**config.mk**
```make
export PLATFORM = sky130hd
export DESIGN_NAME = window_3x3
export DESIGN_NICKNAME = d
export VERILOG_FILES = /design/src/rtl/window_3x3_pkg.sv /design/src/rtl/window_3x3_col_shift.sv /design/src/rtl/window_3x3.sv
export SDC_FILE = /design/constraint.sdc
export NUM_CORES = 1
export LEC_CHECK = 0
export ABC_AREA = 0
export ABC_CLOCK_PERIOD_IN_PS = 5100
export CAP_MARGIN = 40
export CORE_MARGIN = 3
export CORE_UTILIZATION = 52
export DETAILED_ROUTE_END_ITERATION = 6
export PLACE_DENSITY = 0.95
export SLEW_MARGIN = 20
export SYNTH_ARGS = -nofsm -noshare
export SYNTH_HDL_FRONTEND = slang
export SYNTH_SLANG_ARGS = --single-unit
```
**constraint.sdc**
```tcl
create_clock -name clk -period 5.1 [get_ports clk]
set_clock_uncertainty 0.1 [all_clocks]
set_input_delay 0.51 -clock clk [delete_from_list [all_inputs] [get_ports clk]]
set_output_delay 0.51 -clock clk [all_outputs]
set_load 0.02 [all_outputs]
```
**src/rtl/window_3x3_pkg.sv**
```systemverilog
// Shared types and helpers for the 3x3 window former: the default pixel type
// and the counter-width rule used for the column/row position counters.
package window_3x3_pkg;

  localparam int unsigned DEFAULT_DATA_WIDTH = 8;

  typedef logic [DEFAULT_DATA_WIDTH-1:0] pix_t;

  // Bits needed to count 0..n-1, never fewer than one.
  function automatic int unsigned cnt_width(input int unsigned n);
    return (n <= 2) ? 1 : $clog2(n);
  endfunction

endpackage

```
**src/rtl/window_3x3_col_shift.sv**
```systemverilog
// Three-stage pixel shift register with enable; q0 is the oldest column (x-2),
// q2 the newest (x).
module window_col_shift #(
  parameter int unsigned DATA_WIDTH = window_3x3_pkg::DEFAULT_DATA_WIDTH
) (
  input  logic                  clk,
  input  logic                  rst_n,
  input  logic                  i_en,
  input  logic [DATA_WIDTH-1:0] i_d,
  output logic [DATA_WIDTH-1:0] o_q0,
  output logic [DATA_WIDTH-1:0] o_q1,
  output logic [DATA_WIDTH-1:0] o_q2
);

  logic [DATA_WIDTH-1:0] r_q0, r_q1, r_q2;

  // NOTE: reset is sampled on the clock edge like any other input, so it lives
  // inside the clocked branch rather than in the sensitivity list.
  always_ff @(posedge clk) begin
    if (!rst_n) begin
      r_q0 <= '0;
      r_q1 <= '0;
      r_q2 <= '0;
    end else if (i_en) begin
      r_q0 <= r_q1;
      r_q1 <= r_q2;
      r_q2 <= i_d;
    end
  end

  assign o_q0 = r_q0;
  assign o_q1 = r_q1;
  assign o_q2 = r_q2;

endmodule

```
**src/rtl/window_3x3.sv**
```systemverilog
// 3x3 sliding window after the line buffer: shifts in one vertical 3-pixel
// column per accepted beat and flags windows fully inside the frame.
module window_3x3
  import window_3x3_pkg::*;
#(
  parameter int unsigned DATA_WIDTH = DEFAULT_DATA_WIDTH,
  parameter int unsigned WIDTH      = 640,
  parameter int unsigned HEIGHT     = 480
) (
  input  logic                  clk,
  input  logic                  rst_n,
  input  logic                  in_valid,
  input  logic [DATA_WIDTH-1:0] pix_curr,
  input  logic [DATA_WIDTH-1:0] pix_m1,
  input  logic [DATA_WIDTH-1:0] pix_m2,
  output logic                  win_valid,
  output logic [DATA_WIDTH-1:0] p00,
  output logic [DATA_WIDTH-1:0] p01,
  output logic [DATA_WIDTH-1:0] p02,
  output logic [DATA_WIDTH-1:0] p10,
  output logic [DATA_WIDTH-1:0] p11,
  output logic [DATA_WIDTH-1:0] p12,
  output logic [DATA_WIDTH-1:0] p20,
  output logic [DATA_WIDTH-1:0] p21,
  output logic [DATA_WIDTH-1:0] p22
);

  localparam int unsigned CW = cnt_width(WIDTH);
  localparam int unsigned RW = cnt_width(HEIGHT);

  localparam logic [CW-1:0] COL_LAST = CW'(WIDTH - 1);
  localparam logic [RW-1:0] ROW_LAST = RW'(HEIGHT - 1);

  logic [CW-1:0] r_col_cnt;
  logic [RW-1:0] r_row_cnt;
  logic          r_win_valid;
  logic          w_in_frame;

  window_col_shift #(.DATA_WIDTH(DATA_WIDTH)) u_row_top (
    .clk(clk), .rst_n(rst_n), .i_en(in_valid), .i_d(pix_m2),
    .o_q0(p00), .o_q1(p01), .o_q2(p02)
  );

  window_col_shift #(.DATA_WIDTH(DATA_WIDTH)) u_row_mid (
    .clk(clk), .rst_n(rst_n), .i_en(in_valid), .i_d(pix_m1),
    .o_q0(p10), .o_q1(p11), .o_q2(p12)
  );

  window_col_shift #(.DATA_WIDTH(DATA_WIDTH)) u_row_bot (
    .clk(clk), .rst_n(rst_n), .i_en(in_valid), .i_d(pix_curr),
    .o_q0(p20), .o_q1(p21), .o_q2(p22)
  );

  // Judged on the position of the beat being accepted, before the counters move.
  assign w_in_frame = (r_col_cnt >= CW'(2)) && (r_row_cnt >= RW'(2));

  // NOTE: all state here uses non-blocking assignments so every register sees
  // the pre-edge counter values, matching the shift registers above.
  always_ff @(posedge clk) begin
    if (!rst_n) begin
      r_col_cnt   <= '0;
      r_row_cnt   <= '0;
      r_win_valid <= 1'b0;
    end else if (in_valid) begin
      r_win_valid <= w_in_frame;
      if (r_col_cnt == COL_LAST) begin
        r_col_cnt <= '0;
        r_row_cnt <= (r_row_cnt == ROW_LAST) ? '0 : r_row_cnt + RW'(1);
      end else begin
        r_col_cnt <= r_col_cnt + CW'(1);
      end
    end else begin
      r_win_valid <= 1'b0;
    end
  end

  assign win_valid = r_win_valid;

endmodule

```
Word level (Yosys, flattened, before mapping)
Index checks and enable logic that the tools add are counted.
Storage, ports and cells
  register bits after elaboration: 92
  output and inout port bits: 73
Cells by class
  $add $sub $neg: 2
  eq/ne operators: 2
  order comparisons: 2
  mux-type cells: 2
  reduce and logical (&&, ||, !) cells: 3
Operators with widths (number)
  adder 10 x 1 -> 10 bit (second input constant): 1
  == test 10 bit (second input constant): 1
  greater-or-equal comparator 10 x 2 -> 1 bit (second input constant): 1
  two-way mux 10 bit: 1
  adder 9 x 1 -> 9 bit (second input constant): 1
  == test 9 bit (second input constant): 1
  greater-or-equal comparator 9 x 2 -> 1 bit (second input constant): 1
  two-way mux 9 bit: 1
  AND reduction 2 bit: 2
  logical AND 1 bit: 1

Longest topological paths before layout
  word-level depth: 2
  mapped depth: 6
  gate-level depth less buffers: 6

Cells and area by module
A second synthesis with hierarchy kept.
Unflattened totals
  cells, all modules: 354
  area total of the unflattened synthesis: 3900.0 um^2
Modules (own cells, without submodules)
  window_col_shift: cells an instance 77, times used 3, area each 929.6 um^2
  window_3x3: cells an instance 123, times used 1, area each 1111.1 um^2

Least setup slack after synthesis
OpenSTA, ideal clock, no wires.
  path kind: input to register
  start: in in_valid
  end: reg r_row_cnt[0]
  data required time: 4930 ps
  arrival time: 1524 ps
  path slack: 3406 ps
  path buffers: 2
  stages on the path: 6
  path through: buf_2 and3_1 buf_2 nand3_4 or3_1 a21boi_1
Between the ends
  cells in the longest elaborated chain, start to end: 1
Ends and longest elaborated chain
  from (decl): RTL line window_3x3.sv:12  | input logic in_valid,
  AND reduction 2 bit (no line)
  to (signal assigned): RTL line window_3x3.sv:68  | r_row_cnt <= (r_row_cnt == ROW_LAST) ? '0 : r_row_cnt + RW'(1);
  to (decl): RTL line window_3x3.sv:35  | logic [RW-1:0] r_row_cnt;
No other way between the ends.
A chain may end at the register's enable or synchronous reset.

Worst setup path in the final report
  start: reg u_row_top.r_q1[1], in the netlist u_row_top.o_q1[1]
  end: out p01[1]
RTL lines
  from (decl): RTL line window_3x3_col_shift.sv:15  | logic [DATA_WIDTH-1:0] r_q0, r_q1, r_q2;
  from (signal assigned): RTL line window_3x3_col_shift.sv:26  | r_q1 <= r_q2;
  to (decl): RTL line window_3x3.sv:18  | output logic [DATA_WIDTH-1:0] p01,
No word-level cell between the ends.

==> results list <==
* Status: complete, no violations
- Router iterations before antenna repair: 4
- Summed over all failing endpoints, the final setup total negative slack is 0 ps.
- VDD sags by at most roughly 0.00019 V.
- Flip-flop cell with the highest count after synthesis: sky130_fd_sc_hd__dfxtp_1
- The synthesized design contains 92 register bits.
* Cell family contributing the most delay on the critical path: buffers and inverters
- The die is ~90 µm tall.
- Horiz. Die Dim: 90.89 µm
* Register-to-register path setup slack: 3170 ps
- For the worst setup path, the data required time is 4490 ps.
- Crit Path Max Fanout: 3
* Final worst hold slack: approximately 420 ps
- Pin placement for this block handled 100 I/O pins.
- The commonest cells after synthesis are 92 x sky130_fd_sc_hd__dfxtp_1, 73 x sky130_fd_sc_hd__mux2i_1, 72 x sky130_fd_sc_hd__nor2b_1, 11 x sky130_fd_sc_hd__clkbuf_1.
* Post-synthesis cell count: 353
- Summed over its instances, the top area cell type makes up between 40% and 50% of the synthesized netlist area.
- Power density relative to cell area: 282.7 mW/mm²
- Final-stage net count: 475
* DR WL/cell: roughly 15 µm
* Number of vias in the routed layout: between 2,000 and 3,000
- Sorting the synthesized cells by area gives the leading types as sky130_fd_sc_hd__dfxtp_1 49%, sky130_fd_sc_hd__mux2i_1 19%, sky130_fd_sc_hd__nor2b_1 12%.
- TritonCTS built the clock tree.
* Residual DRC count: 0
* All-layer global routing usage: 20.36%
- Part of the cycle the worst path needs: 38.88%
- In the routed layout, each cell is associated on average with a via count of 5.202.
* Unrepaired setup endpoints after global routing: no
* Slew at the pin with the worst max-slew slack: 774.1 ps
- Summed over all layers, the routed wires come to 8225 µm.
- Reg clk slew, reported paths: 80 ps
- The worst hold path belongs to the class flip-flop to flip-flop.
- Post-CTS timing repair inserted 0 buffers for setup.
- Overall die area: 0.008261 mm²
- STA classifies the critical path endpoint as an output pin.
* Dominant cell type by area after synthesis: sky130_fd_sc_hd__dfxtp_1
- Post-route ant nets: 0
* Number of antenna violations at the first check in global routing: 0
* Seq/Total Area, Yosys: about 49%
- CTS saw 92 sinks.
- After detailed routing, no signal wire sits above met4.
* Final-report setup violation count: 0
- Hold bufs inserted after CTS: 0
- Signal arrival time at the worst endpoint: 1370 ps
- The worst path in the final design needs a cycle of 1983 ps, including I/O delays and setup.
- Wire length on met3: 475 µm
- Worst slew margin relative to its limit: between 40 and 50%
- The worst hold path terminates at r_row_cnt[0].
* FP Rows: 30
- Static leakage: 1.908 nW
- Met1 wire length: 3297 µm
- Compared with the post-synthesis result, the final layout area differs by 32.29%.
- The worst register-to-register path has a depth of 5.
- Counting distinct cell types in the post-synthesis netlist gives 35.
- Counting every net in the synthesized netlist gives between 300 and 400.
- Met2 routed WL: about 4200 µm
- Maximum level of the CTS H-tree: 3
- Number of maximum-capacitance constraint violations: 0
- Starting utilization of the core area: 54.26%
- Reg-to-reg critical path startpoint: r_col_cnt[1]
- Setup Crit Path Kind: flip-flop to output pin
- The via count of the first global-routing pass was 2,861.
- Reg2Reg Capture Point: r_row_cnt[5]
- Detailed placement finished with a half-perimeter wire length of between 5000 and 6000 µm.
- Global-route wire length before repair: 13,770 µm
- Slew Viols, Final: 0
- Core area: 0.006907 mm²
- EDFF count, synth: 0
* Count of inserted antenna diode cells: 0
- Largest net degree at the start of global routing: 91
- For this run, the number of Yosys warnings is 0.
- Gates resized during post-CTS repair numbered 0.
* Cell with the most instances after synthesis: sky130_fd_sc_hd__dfxtp_1
* Max stage delay on crit path: around 640 ps
- The final number of hold-violating endpoints was 0.
- Mean area per synthesized cell: 10.62 µm²
* Share of layout cells above drive strength 1: 4.677%
* Clock tree buffer depth: 2
- Critical Path, Cell by Cell: clkdlybuf4s50_1
- Total standard cell area after synthesis: between 0.003 and 0.004 mm²
- CTS root buf: sky130_fd_sc_hd__clkbuf_8
- In this run, the number of DRC markers left after iteration 0 of detailed routing was between 100 and 150.
- The worst hold path was traced through 2 stages.
- Buffer and inverter count on the worst path: 1
- The congestion estimate from routability-driven global placement came to 0.8457.
- Total clock buffers created by CTS: 9
- On the critical path, the stage with the largest delay is an instance of sky130_fd_sc_hd__clkdlybuf4s50_1.
* Async SR Flop Fraction: 0%
- Min-Delay Startpoint: r_row_cnt[0]
- Later-pin clock latency in the skew report: about 350 ps
- For this run the aggregate overflow at the end of global routing stands at 0.
* Kind of launch point of the worst setup path: flip-flop
* Port-buffer cells: 99
* Fmax: 0.5043 GHz
[kinds of logic (layout without fill, tap and decap cells)]
kind of cell	Yosys count	after routing	synth area share (%)
compound gates	15	15	3.005
xor+xnor	10	10	2.337
fa+ha+maj	4	4	1.336
buf+inv	29	125	3.473
flops	92	92	49.15
mux	73	73	19.50
simple gates	130	130	21.20
[per-layer routing]
layer	up-vias	track usage (%)
met1	1347	23.44
met4	0	10.18
met2	85	35.08
met5	-	0
met3	20	5.000
li1	1383	-
[worst max-delay path by stage]
| stage | startpoint | to | slack, ps | cells after the start |
|---|---|---|---|---|
| final | u_row_top.o_q1[1] | p01[1] | 3120 | 1 |
| after global routing | r_col_cnt[1] | r_row_cnt[5] | 3010 | 5 |
| after CTS | u_row_top.o_q1[1] | p01[1] | 3090 | 1 |
| after detailed placement | in_valid | u_row_bot.o_q2[3] | 2850 | 4 |
| after global placement | in_valid | u_row_mid.o_q2[2] | 2910 | 4 |
| after floorplan | in_valid | r_row_cnt[0] | 3410 | 6 |
[through the flow]
stage                     setup WS, ps  instances  power [mW]  util [%]  area (µm²)
after global placement            2913        529      0.9341     69.00        4766
after detailed placement          2849        529      0.9395     69.00        4766
after global routing              3013        545       1.452     71.78        4957
after CTS                         3091        545       1.410     71.78        4957
final                             3117        545       1.401     71.78        4957
after floorplan                   3406        353      0.8652         -        3747
[power breakdown]
group	leakage (nW)	internal (mW)	switching (mW)
clock network	0.0939	0.229	0.250
logic	1.07	0.0885	0.0764
registers	0.749	0.740	0.0172
total	1.91	1.06	0.344
[cell usage in the layout (no fill, tap or decap), types with 2 or more instances in the layout]
cell type,count
sky130_fd_sc_hd__clkdlybuf4s50_1,97
sky130_fd_sc_hd__dfxtp_1,92
sky130_fd_sc_hd__mux2i_1,73
sky130_fd_sc_hd__nor2b_1,72
sky130_fd_sc_hd__nand2_1,10
sky130_fd_sc_hd__nand4_1,10
sky130_fd_sc_hd__clkbuf_8,9
sky130_fd_sc_hd__inv_1,8
sky130_fd_sc_hd__xnor2_1,8
sky130_fd_sc_hd__nor2_1,8
sky130_fd_sc_hd__and2_1,7
sky130_fd_sc_hd__nor4_1,5
sky130_fd_sc_hd__nand2b_1,4
sky130_fd_sc_hd__ha_1,4
sky130_fd_sc_hd__and3_1,3
sky130_fd_sc_hd__nand3_1,3
sky130_fd_sc_hd__a21oi_1,3
sky130_fd_sc_hd__buf_4,3
sky130_fd_sc_hd__and4_1,2
sky130_fd_sc_hd__xor2_1,2
sky130_fd_sc_hd__a21boi_0,2
sky130_fd_sc_hd__o32ai_1,2
sky130_fd_sc_hd__o311a_1,2
sky130_fd_sc_hd__o31ai_1,2
sky130_fd_sc_hd__clkbuf_1,2
[area by class of cell]
type	count	area, µm²
Inverter	8	30.03
Sequential cell	92	1842
Tap cell	96	120.1
Clock inverter	5	60.06
Timing Repair Buffer	101	998.5
Fill cell	497	1949
Clock buffer	11	131.4
Multi-Input combinational cell	232	1775
[state kept, by name (all words and copies together), names as in the netlist]
register and flops:
r_col_cnt 10, r_row_cnt 9, u_row_bot.o_q0 8, u_row_bot.o_q1 8, u_row_bot.o_q2 8, u_row_mid.o_q0 8
u_row_mid.o_q1 8, u_row_mid.o_q2 8, u_row_top.o_q0 8, u_row_top.o_q1 8, u_row_top.o_q2 8, win_valid 1
Power figures use the tool's default switching activity.
